[src/rtl/simproc_control.sv]
// simproc_control: multicycle FSM sequencing the SimProc datapath; define SIMPROC_HALT_EN to make op 0001 (STOP) enter HALT
module simproc_control (
    input  logic       CLOCK_50,
    input  logic       RESETn,
    input  logic [7:0] OpCode,
    input  logic       N,
    input  logic       Z,
    output logic       PCwrite,
    output logic       AddrSel,
    output logic       MemRead,
    output logic       MemWrite,
    output logic       IRload,
    output logic       MDRload,
    output logic       RASel,
    output logic       RFWrite,
    output logic       RegIn,
    output logic       ABLD,
    output logic       ALU_A,
    output logic       FlagWrite,
    output logic       ALUoutLD,
    output logic [2:0] ALU_B,
    output logic [2:0] ALUop,
    output logic       Halted,
    output logic [3:0] State
);
    typedef enum logic [3:0] {
        INIT   = 4'd0,
        FETCH  = 4'd1,
        DECODE = 4'd2,
        LOAD1  = 4'd3,
        LOAD2  = 4'd4,
        STORE  = 4'd5,
        ALU    = 4'd6,
        WB     = 4'd7,
        ORI    = 4'd8,
        ORIWB  = 4'd9,
        BR     = 4'd10,
        HALT   = 4'd11
    } state_t;
    state_t st, nxt;
    logic pc_r, ras_r, run, taken, unused_ok;
    assign unused_ok = ^OpCode[7:4];
    // next state: fixed sequencing, with the instruction decode taken in DECODE (ORI wins over the op nibble)
    always_comb begin
        nxt = FETCH;
        case (st)
            INIT:   nxt = run ? FETCH : INIT;
            FETCH:  nxt = DECODE;
            DECODE:
                if (OpCode[2:0] == 3'b111) nxt = ORI;
                else
                    case (OpCode[3:0])
                        4'b0000: nxt = LOAD1;
                        4'b0010: nxt = STORE;
                        4'b0100, 4'b0110, 4'b1000: nxt = ALU;
                        4'b0101, 4'b1001, 4'b1101: nxt = BR;
`ifdef SIMPROC_HALT_EN
                        4'b0001: nxt = HALT;
`endif
                        default: nxt = FETCH;
                    endcase
            LOAD1:  nxt = LOAD2;
            ALU:    nxt = WB;
            ORI:    nxt = ORIWB;
            HALT:   nxt = HALT;
            default: nxt = FETCH;
        endcase
    end
    // state plus outputs registered from the next state; run holds INIT for one extra edge after reset release
    always_ff @(posedge CLOCK_50 or negedge RESETn) begin
        if (!RESETn) begin
            st        <= INIT;
            run       <= 1'b0;
            pc_r      <= 1'b0;
            ras_r     <= 1'b0;
            AddrSel   <= 1'b0;
            MemRead   <= 1'b0;
            MemWrite  <= 1'b0;
            IRload    <= 1'b0;
            MDRload   <= 1'b0;
            RFWrite   <= 1'b0;
            RegIn     <= 1'b0;
            ABLD      <= 1'b0;
            ALU_A     <= 1'b0;
            FlagWrite <= 1'b0;
            ALUoutLD  <= 1'b0;
            ALU_B     <= 3'b000;
            ALUop     <= 3'b000;
`ifdef SIMPROC_HALT_EN
            Halted    <= 1'b0;
`endif
        end else begin
            st        <= nxt;
            run       <= 1'b1;
            pc_r      <= nxt == FETCH;
            ras_r     <= nxt == ORI || nxt == ORIWB;
            AddrSel   <= nxt == FETCH;
            MemRead   <= nxt == FETCH || nxt == LOAD1;
            MemWrite  <= nxt == STORE;
            IRload    <= nxt == FETCH;
            MDRload   <= nxt == LOAD1;
            RFWrite   <= nxt == LOAD2 || nxt == WB || nxt == ORIWB;
            RegIn     <= nxt == LOAD2;
            ABLD      <= nxt == DECODE;
            ALU_A     <= nxt == ALU || nxt == ORI;
            FlagWrite <= nxt == ALU || nxt == ORI;
            ALUoutLD  <= nxt == ALU || nxt == ORI;
            ALU_B     <= nxt == FETCH ? 3'b001 : nxt == ORI ? 3'b011 : nxt == BR ? 3'b010 : 3'b000;
            ALUop     <= nxt == ORI ? 3'b011 : nxt != ALU ? 3'b000 : OpCode[3] ? 3'b010 : OpCode[1] ? 3'b001 : 3'b000;
`ifdef SIMPROC_HALT_EN
            Halted    <= nxt == HALT;
`endif
        end
    end
`ifndef SIMPROC_HALT_EN
    assign Halted = 1'b0;
`endif
    assign taken   = OpCode[3:2] == 2'b01 ? Z : OpCode[3:2] == 2'b10 ? !Z : !N;
    assign PCwrite = pc_r | (st == BR && taken);
    assign RASel   = ras_r | (st == DECODE && OpCode[2:0] == 3'b111);
    assign State   = st;
endmodule

[config.mk]
export PLATFORM = sky130hd
export DESIGN_NAME = simproc_control
export DESIGN_NICKNAME = d
export VERILOG_FILES = /design/src/rtl/simproc_control.sv
export SDC_FILE = /design/constraint.sdc
export NUM_CORES = 1
export LEC_CHECK = 0
export ABC_AREA = 0
export BUFFER_PORTS_ARGS = -buffer_cell sky130_fd_sc_hd__clkbuf_2
export CORE_UTILIZATION = 28
export DETAILED_ROUTE_END_ITERATION = 16
export SKIP_LAST_GASP = 1
export SYNTH_ARGS = -nofsm -noshare
export SYNTH_HDL_FRONTEND = slang
export SYNTH_SLANG_ARGS = --single-unit
[constraint.sdc]
create_clock -name CLOCK_50 -period 2 [get_ports CLOCK_50]
set_clock_uncertainty 0.15 [all_clocks]
set_input_delay 0.1 -clock CLOCK_50 [delete_from_list [all_inputs] [get_ports CLOCK_50]]
set_output_delay 0.1 -clock CLOCK_50 [all_outputs]
set_load 0.03 [all_outputs]
======== Word-level counts from Yosys, hierarchy flattened ========
Memories as Yosys holds them, arrays and structs flattened.
Cells that the tools add are included.
operators by class
  equal/unequal tests ..................... 21
  mux-type cells .......................... 12
  bitwise operators ....................... 2
  reduce and logical (&&, ||, !) cells .... 10
operators by type and width
  cell                                           number
  one-hot mux 4 bit (7 select lines)             1
  == test 4 bit, second input constant           6
  == test 4 x 3 -> 1 bit, second input constant  5
  == test 4 x 2 -> 1 bit, second input constant  4
  two-way mux 2 bit                              6
  == test 4 x 1 -> 1 bit, second input constant  2
  logical OR 1 bit                               5
  zero test 4 bit                                1
  two-way mux 1 bit                              4
  two-way mux 4 bit                              1
  != test 4 x 3 -> 1 bit, second input constant  1
  == test 3 bit, second input constant           1
  == test 2 x 1 -> 1 bit, second input constant  1
  == test 2 bit, second input constant           1
  logical AND 1 bit                              2
  zero test 1 bit                                2
  OR 1 bit                                       2
storage, ports and cells
  flip-flop bits (word level) ............. 18
  memory bits (read-only) ................. 64
  input bits .............................. 12
  output and inout port bits .............. 24
  word-level logic and storage cells ...... 59
  memories ................................ 1
memories
  name             words  bits a word  rd ports  clocked after Yosys merged registers in  write ports  line  source
  (no name shown)  16     4            1         0                                        0            52    case (OpCode[3:0])

======== Logic depth before layout (Yosys ltp) ========
Gate-level depths: netlist of the first run.
  word-level depth ........................ 7
  depth in mapped cells ................... 6
  mapped depth without buffers ............ 5

======== Least setup slack after synthesis of the first run ========
No wires, ideal clock.
  path kind ............................... reg-to-reg
  start point ............................. reg st[2] (netlist: State[2])
  end point ............................... reg ALUop[0]
  setup time .............................. 90 ps
  data arrival time ....................... 1610 ps
  slack ................................... 150 ps
  stages on the path, launching flop included .. 7
  buffers on the path ..................... 1
  clock period less this slack ............ 1850 ps
  cell sequence ........................... dfrtp_1 -> buf_6 -> nor4b_4 -> nand3_1 -> o21ai_4 -> nand3_4 -> o31ai_4
between the ends
  word-level cells in the longest chain between the ends .. 5
  elaborated cells on any way between the ends .. 12
  classes of those cells .................. 8 x eq/ne; 3 x mux; 1 x reduce/logical
ends and longest elaborated chain
  item                                         line  source
  from (decl)                                  40    state_t st, nxt;
  from (signal assigned)                       93    st <= nxt;
  == test 4 bit, or another cell as far along  46    case (st)
  one-hot mux 4 bit (7 select lines) *         46
  net nxt[1]                                   40
  != test 4 x 3 -> 1 bit                       109   ALUop <= nxt == ORI ? 3'b011 : nxt != ALU ? 3'b000 : OpCode[3] ? 3'b010 : OpCode[1] ? 3'b001 : 3'b000;
  two-way mux 2 bit                            109
  two-way mux 2 bit *                          109
  to (signal assigned)                         109
  to (decl)                                    22    output logic [2:0] ALUop,
The timed path passes the listed nets; every way through them passes the cells marked *.

======== Worst setup path in the final report of the first run ========
  start point ............................. reg st[3] (netlist: State[3])
  end point ............................... out RASel
between the ends
  word-level cells in the longest chain between the ends .. 3
ends and longest elaborated chain
  item                    line  source
  == test 4 x 2 -> 1 bit  120   assign RASel = ras_r | (st == DECODE && OpCode[2:0] == 3'b111);
  logical AND 1 bit       120
  OR 1 bit                120
  to (decl)               14    output logic RASel,
No other way between the ends.

==> impl_metrics.ini, run 1 <==
[timing]
finalCritPeriodShare_pct = 92.13
setup_viol = 0
finalHoldViolations = 0
fmax_ghz = 0.5427
rsz0062_at_grt = no
holdWs_ps = 46.37
final_max_slew_viol_count = 0
min_period_ps = 1843
finalSetupTns_ps = 0

[logic_synthesis]
yosysMostFrequentCell = dfrtp_1
netlist_top_cells_count = 18 x dfrtp_1, 6 x buf_4, 5 x inv_1, 5 x nand2_1, 5 x nor2_1
yosys_most_used_dff = dfrtp_1
synth.cell_area_um2 = 967.2
syn_area_per_cell_um2 = 11.51
synth_top_area_share_pct = 46.57
synth_seq_area_share_pct = 46.57
synth_area_leaders = dfrtp_1 47%, buf_4 4.7%, buf_6 3.5%
yosysTopAreaCell = dfrtp_1
synthArstFlopShare_pct = 100.0
synth_warnings = 0
syn_inst = 84
synth_edf_count = 0
synth-seq-cells = 18
synth_cell_types = 42

[grt]
antenna_found_initial = 0
grt_pass1_wl_mm = 2.773
grt_pass1_vias = 608
grtUsageTotal_pct = 10.49
grt.overflow.total = 0
grt_max_degree = 19

[floorplanning]
core_area_um2 = 3153
ioPinCount = 36
start_util_pct = 30.67
die_w_um = 60.77
die_h_um = 60.77
die_area_um2 = 3693
rows = 20

[clock_network]
cts_setup_buffers = 0
cts_tree = yes
cts.sinks = 18
clk_latency_ps = 270
root_buffer = clkbuf_4
path_clk_slew_ps = 90
cts_buffers = 3
cts.path.max_buffers = 2
htree_levels = 1

[place]
dp_hpwl_mm = 1.331
dp.cells = 151
io_buffers = 28
place_congestion = 0.8195

[hold_path]
hold_class = primary input to register

[flow_run]
maxCapViolCount = 0

[power_and_ir_drop]
totalPowerFinal_mw = 1.777
peakVddDrop_v = 0.0003580
p_leak_nw = 0.5932
powerDensity_nw_per_um2 = 1519

[worst_setup_path]
required_ps = 1750
worst-setup-path-type = register to output pin
crit_arrival_ps = 1590
cp-end-kind = output pin
cp_max_fo = 8
setup.worst_path.start_class = register

[detailed_routing]
drtIter0Drc = 15
ant_nets = 0
via_per_inst = 4.297
wire_per_inst_um = 11.08
via_count = 679
finalWirelength_mm = 1.750
drtPass1Iterations = 4
drc = 0

[layout]
finalNetCount = 128
antenna_cells = 0
drive_gt1_share_pct = 43.86
layout.cells.non_filler = 158
syn_to_final_growth_pct = 20.96

[status]
status = completed
timing repair:
action	4_1_cts	5_1_grt
hold buffers	4	0
resized for setup	0	1
setup endpoints to repair	0	1
endpoints found under the hold margin	20	0
final cells by class:
cell class / count / area, um2
well taps: 44 / 55.05
clock buffers: 3 / 22.52
fillers: 341 / 1983
inverters: 6 / 22.52
flip-flops and latches: 18 / 451.7
multi-input cells: 53 / 422.9
repair buffers: 34 / 195.2
worst paths after layout:
| kind | from | end | slack (ps) | cells after the start |
|---|---|---|---|---|
| max | State[3] | RASel | 160 | 4 |
| min | OpCode[1] | ALUop[0] | 50 | 3 |
| max reg2reg | State[3] | ALUop[0] | 200 | 5 |
| min reg2reg | State[3] | ABLD | 450 | 1 |
| max in group asynchronous | RESETn | State[3] | 1250 | 2 |
| min in group asynchronous | RESETn | pc_r | 130 | 2 |
placed cells by master, fill, tap and decap left out, types with 2 or more instances in the layout:
| cell | instances |
|---|---|
| dlygate4sd3_1 | 4 |
| nand2_1 | 5 |
| dfrtp_1 | 17 |
| clkbuf_4 | 3 |
| conb_1 | 4 |
| a21oi_1 | 2 |
| buf_4 | 2 |
| inv_1 | 5 |
| and2_1 | 2 |
| clkbuf_2 | 28 |
| nor2_1 | 5 |
| o21ai_1 | 4 |
power breakdown:
part	internal, mW	switching [mW]
clock	0.0697	0.0965
combinational	0.354	0.655
sequential	0.481	0.121
total	0.904	0.872
cells by family after synthesis:
| kind of cell | count (synthesis) | share of synthesized area [%] |
|---|---|---|
| and+or+nand+nor | 28 | 22.51 |
| AOI/OAI and AO/OA | 20 | 18.50 |
| DFF | 18 | 46.57 |
| buffers and inverters | 15 | 10.48 |
| other | 2 | 0.7765 |
| muxes | 1 | 1.164 |
flip-flops by register name, indices dropped and copies added (netlist names):
name	flops
State	4
ALU_B	2
ALUop	2
ABLD	1
ALUoutLD	1
MDRload	1
MemRead	1
MemWrite	1
RFWrite	1
RegIn	1
pc_r	1
ras_r	1
run	1
critical path, stage by stage (launching register included):
cell,delay (ps)
dfrtp_2,480
nor4b_4,350
nand4_1,180
nand2b_1,100
clkbuf_2,200
routing by layer:
layer	share of wire [%]	wire, um	track usage [%]	vias up
li1	-	-	-	345
met1	47	831	14.27	312
met2	47	826	16.01	20
met3	3.7	64	0.8529	2
met4	1.5	27	6.818	0
met5	0	0	0	-
metrics by stage:
| step | area, um2 | worst slack [ps] | util (%) |
|---|---|---|---|
| final | 1170 | 157.3 | 37.10 |
| after global routing | 1170 | 14.49 | 37.10 |
| after CTS | 1169 | 79.48 | 37.06 |
| after detailed placement | 1106 | 164.9 | 35.08 |
| after global placement | 1106 | 199.9 | 35.08 |
| after floorplan | 974.7 | 149.9 | - |
(Power assumes the default switching activity.)
==> run 2: changes to the inputs <==
==> constraint.sdc (replaced) <==
create_clock -name CLOCK_50 -period 2.3 [get_ports CLOCK_50]
set_clock_uncertainty 0.15 [all_clocks]
set_input_delay 0.115 -clock CLOCK_50 [delete_from_list [all_inputs] [get_ports CLOCK_50]]
set_output_delay 0.115 -clock CLOCK_50 [all_outputs]
set_load 0.05 [all_outputs]
==> run 2 against run 1 <==
Compared with the run above:
- via count rose by 2.7%
- sequential power fell by 11%
- routed wire length rose by 0.46%
- combinational power rose by 4%
- cell area fell by 0.43%
- final cell count fell by 0.63%
- worst hold slack improved by 1.7 ps
- global-route usage rose by 0.085 points
- critical endpoint is now PCwrite
- largest cell class unchanged
- largest power group unchanged
==> impl_metrics.ini, run 2 (synthesis gave the netlist of run 1 again) <==
[worst_setup_path]
cp_max_fo = 10
setup.worst_path.start_class = primary input
crit_arrival_ps = 1920
critPathSlowestCell = dlygate4sd3_1
cpMostUsedCell = clkbuf_2
worst-setup-path-type = primary input to output pin
required_ps = 2040
path_cells = dlygate4sd3_1, clkbuf_2, mux2_2, o21ai_0, a31o_2, clkbuf_2
max_stage_delay_ps = 520
cp-end-kind = output pin
cp.buffers_inverters = 3
crit_family = buffers and inverters

[clock_network]
cts_setup_buffers = 0
cts.path.max_buffers = 2
path_clk_slew_ps = 100
cts.sinks = 18
clk_latency_ps = 280
root_buffer = clkbuf_4
cts_buffers = 3
htree_levels = 1
ctsResizeCount = 0
cts_tree = yes

[place]
dp.cells = 150
place_area_um2 = 1099
place_congestion = 0.7657
dp_hpwl_mm = 1.345
pre_cts_slack_ps = 417.8
io_buffers = 28

[power_and_ir_drop]
powerDensity_nw_per_um2 = 1517
swShare_pct = 54.27
switchingPower_uw = 959.0
totalPowerFinal_mw = 1.767
p_seq_share_pct = 30.2
intPower_uw = 808.1
p_leak_nw = 0.5926
clock_power_share_pct = 10.5
peakVddDrop_v = 0.0003729
p_comb_share_pct = 59.3

[timing]
fmax_ghz = 0.4573
finalSetupTns_ps = 0
finalHoldViolations = 0
final_max_slew_viol_count = 0
rsz0062_at_grt = no
finalCritPeriodShare_pct = 95.07
layout_setup_ws_ps = 113.3
holdWs_ps = 48.09
min_period_ps = 2187
setup_viol = 0

[floorplanning]
core_area_um2 = 3153
die_w_um = 60.77
rows = 20
start_util_pct = 30.67
ioPinCount = 36
die_h_um = 60.77
die_area_um2 = 3693

[grt]
antenna_found_initial = 0
grt_pass1_vias = 656
grt_pass1_wl_mm = 2.835
grtUsageTotal_pct = 10.57
grt_max_degree = 19
grt.overflow.total = 0

[detailed_routing]
wire_per_inst_um = 11.20
via_count = 697
drtPass1Iterations = 4
ant_nets = 0
drtIter0Drc = 14
drc = 0
finalWirelength_mm = 1.758
via_per_inst = 4.439

[layout]
largest_reg_flops = 4
mostFrequentLayoutCells = 28 x clkbuf_2, 18 x dfrtp_1, 5 x inv_1, 5 x nor2_1, 5 x nand2_1
drive_gt1_share_pct = 43.36
finalNetCount = 126
layout.cells.non_filler = 157
mostFrequentLayoutCell = clkbuf_2
fillerInstances = 327
antenna_cells = 0
fin_util_pct = 36.94
fin_area_um2 = 1165
syn_to_final_growth_pct = 20.44

[hold_path]
hold_class = primary input to register

[flow_run]
maxCapViolCount = 0

[status]
status = completed
-- run 2: changes by cell type in the layout (fill, tap and decap cells not counted) --
cell,before,now
dfrtp_2,1,0
dfrtp_1,17,18
clkbuf_8,0,1
dlygate4sd3_1,4,3
buf_4,2,1
-- run 2: power groups by stage --
stage	clock (mW)	combinational, mW	sequential (mW)
finish	0.185	1.05	0.534
global route	0.205	1.11	0.554
CTS	0.192	1.05	0.533
detailed placement	0	1.05	0.540
global placement	0	1.04	0.535
floorplan	0	0.596	0.818
-- run 2: path summary, 6_finish.rpt --
kind	depth (start not counted)	slack (ps)	end	from
worst max-delay path	6	110	PCwrite	OpCode[3]
worst min-delay path	3	50	ALUop[0]	OpCode[1]
worst max register to register	5	400	RFWrite	State[2]
worst min register to register	3	510	State[0]	run
max in group asynchronous	2	1560	MemWrite	RESETn
min in group asynchronous	2	140	pc_r	RESETn
-- run 2: final cells by class --
cell class | instances | area (um2) | share of cell area [%]
Inverter | 6 | 22.52 | 1.933
Clock buffer | 4 | 36.28 | 3.115
Timing Repair Buffer | 32 | 177.7 | 15.25
Tap cell | 44 | 55.05 | 4.726
Multi-Input combinational cell | 53 | 422.9 | 36.30
Sequential cell | 18 | 450.4 | 38.67
-- run 2: metal layers --
| layer | up-vias | GRT usage (%) | wire [um] | share of wire [%] |
|---|---|---|---|---|
| met5 | - | 0 | 0 | 0 |
| met4 | 0 | 5.844 | 19 | 1.1 |
| met3 | 2 | 1.493 | 109 | 6.2 |
| met2 | 27 | 17.27 | 861 | 49 |
| met1 | 325 | 13.46 | 767 | 44 |
| li1 | 343 | - | - | - |
-- run 2: what timing repair did --
| item | 4_1_cts | 5_1_grt |
|---|---|---|
| hold buffers | 3 | 0 |
| setup endpoints to repair | 0 | 0 |
| hold endpoints to repair | 20 | 0 |
-- run 2: worst min-delay path: stages --
cell and delay, ps:
clkbuf_2 140, inv_1 130, o31ai_4 80
==> run 3: changes to the inputs <==
- CTS_BUF_LIST: unset -> sky130_fd_sc_hd__clkbuf_8 sky130_fd_sc_hd__clkbuf_16
==> run 3 against run 2 <==
Compared with the run above:
- combinational power about the same
- cell area is 0.11% lower
- largest power group unchanged
- sequential power is essentially flat
- total power rose by 3.4%
- first-iteration DRC count grew 71%
- critical path depth shrank 2
- final cell count decreased by 1.3%
- sequential share of layout area is essentially flat
==> impl_metrics.ini, run 3 (synthesis gave the netlist of run 1 again) <==
[status]
status = completed

[power_and_ir_drop]
totalPowerFinal_mw = 1.828
p_seq_share_pct = 29.2
powerDensity_nw_per_um2 = 1571
p_comb_share_pct = 57.3
swShare_pct = 52.82
p_leak_nw = 0.5920
intPower_uw = 862.4
switchingPower_uw = 965.3
peakVddDrop_v = 0.0003782
clock_power_share_pct = 13.5

[hold_path]
hold_depth = 2
worstHoldStart = OpCode[0]
hold_class = primary input to register
hold-path-endpoint = ALU_B[1]

[detailed_routing]
drtIter0Drc = 24
drtPass1Iterations = 4
wire_per_inst_um = 11.28
finalWirelength_mm = 1.749
ant_nets = 0
via_count = 685
drc = 0
via_per_inst = 4.419

[clock_network]
cts_setup_buffers = 0
clk_latency_ps = 250
cts_buffers = 3
ctsResizeCount = 0
cts.path.max_buffers = 2
cts.sinks = 18
htree_levels = 1
cts_hold_buf = 1
cts_tree = yes
root_buffer = clkbuf_8
path_clk_slew_ps = 60

[worst_setup_path]
setup.worst_path.start_class = register
worst-setup-path-type = register to output pin
rr_worst_depth = 5
worstReg2RegStart = State[2]
cp_max_fo = 11
required_ps = 2040
reg2reg_setup_slack_ps = 390
crit_arrival_ps = 1740
cp-end-kind = output pin
regToRegEndpoint = RFWrite

[floorplanning]
die_w_um = 60.77
die_h_um = 60.77
ioPinCount = 36
die_area_um2 = 3693
rows = 20
core_area_um2 = 3153
start_util_pct = 30.67

[grt]
grt_use_met2_pct = 17.43
antenna_found_initial = 0
grtUsageTotal_pct = 10.70
met1_usage_pct = 13.32
grt_pass1_vias = 664
grt_pass1_wl_mm = 2.856
grt_max_degree = 19
top_usage_layer = met2
grt.overflow.total = 0
use_met3_pct = 1.493

[layout]
fin_area_um2 = 1164
finalNetCount = 124
fillerInstances = 323
mostFrequentLayoutCells = 28 x clkbuf_2, 18 x dfrtp_1, 5 x inv_1, 5 x nor2_1, 5 x nand2_1
layout.cells.non_filler = 155
largest_reg_flops = 4
syn_to_final_growth_pct = 20.31
mostFrequentLayoutCell = clkbuf_2
multiInputGateArea_um2 = 422.9
regArea_um2 = 450.4
antenna_cells = 0
fin_util_pct = 36.90
drive_gt1_share_pct = 44.14

[place]
dp_hpwl_mm = 1.345
place_congestion = 0.7657
pre_cts_slack_ps = 417.8
io_buffers = 28
place_area_um2 = 1099
dp.cells = 150

[timing]
setup_viol = 0
holdWs_ps = 14.45
rsz0062_at_grt = no
finalCritPeriodShare_pct = 87.06
finalHoldViolations = 0
fmax_ghz = 0.4994
layout_setup_ws_ps = 297.5
final_max_slew_viol_count = 0
min_period_ps = 2002
finalSetupTns_ps = 0

[flow_run]
maxCapViolCount = 0
[run 3: changes by cell type in the layout (fill, tap and decap cells not counted), sizes merged]
cell / change
dlygate4sd3: -2
[run 3: worst max-delay path by stage]
stage          cells past startpoint      from        to  slack [ps]
2_1_floorplan                      4  State[2]     RASel         250
3_3_place_gp                       5  State[2]  ALUop[0]         450
3_5_place_dp                       5  State[2]  ALUop[0]         420
4_1_cts                            4  State[2]     RASel         280
5_1_grt                            4  State[2]     RASel         170
6_report                           4  State[2]     RASel         300
[run 3: power by group through the flow]
stage	clock (mW)	sequential, mW	combinational, mW
after global routing	0.266	0.554	1.11
after global placement	0	0.535	1.04
final	0.247	0.534	1.05
after detailed placement	0	0.540	1.05
after floorplan	0	0.818	0.596
after CTS	0.256	0.534	1.05
[run 3: final cells by class]
cell class	count	share of cell area, %
tap	44	4.731
sequential	18	38.71
timing repair buffer	30	13.55
multi-input combinational	53	36.34
inverter	6	1.935
clock buffer	4	4.731
[run 3: per-layer routing]
layer / vias to the layer above / wire [um]
met1: 322 / 808
met5: - / 0
met3: 2 / 60
li1: 341 / -
met2: 20 / 860
met4: 0 / 20
[run 3: worst max-delay path, stage by stage, from the launching register on]
cell and delay (ps):
dfrtp_1 540, nor4b_4 380, nand4_1 190, nand2b_1 110
clkbuf_2 270
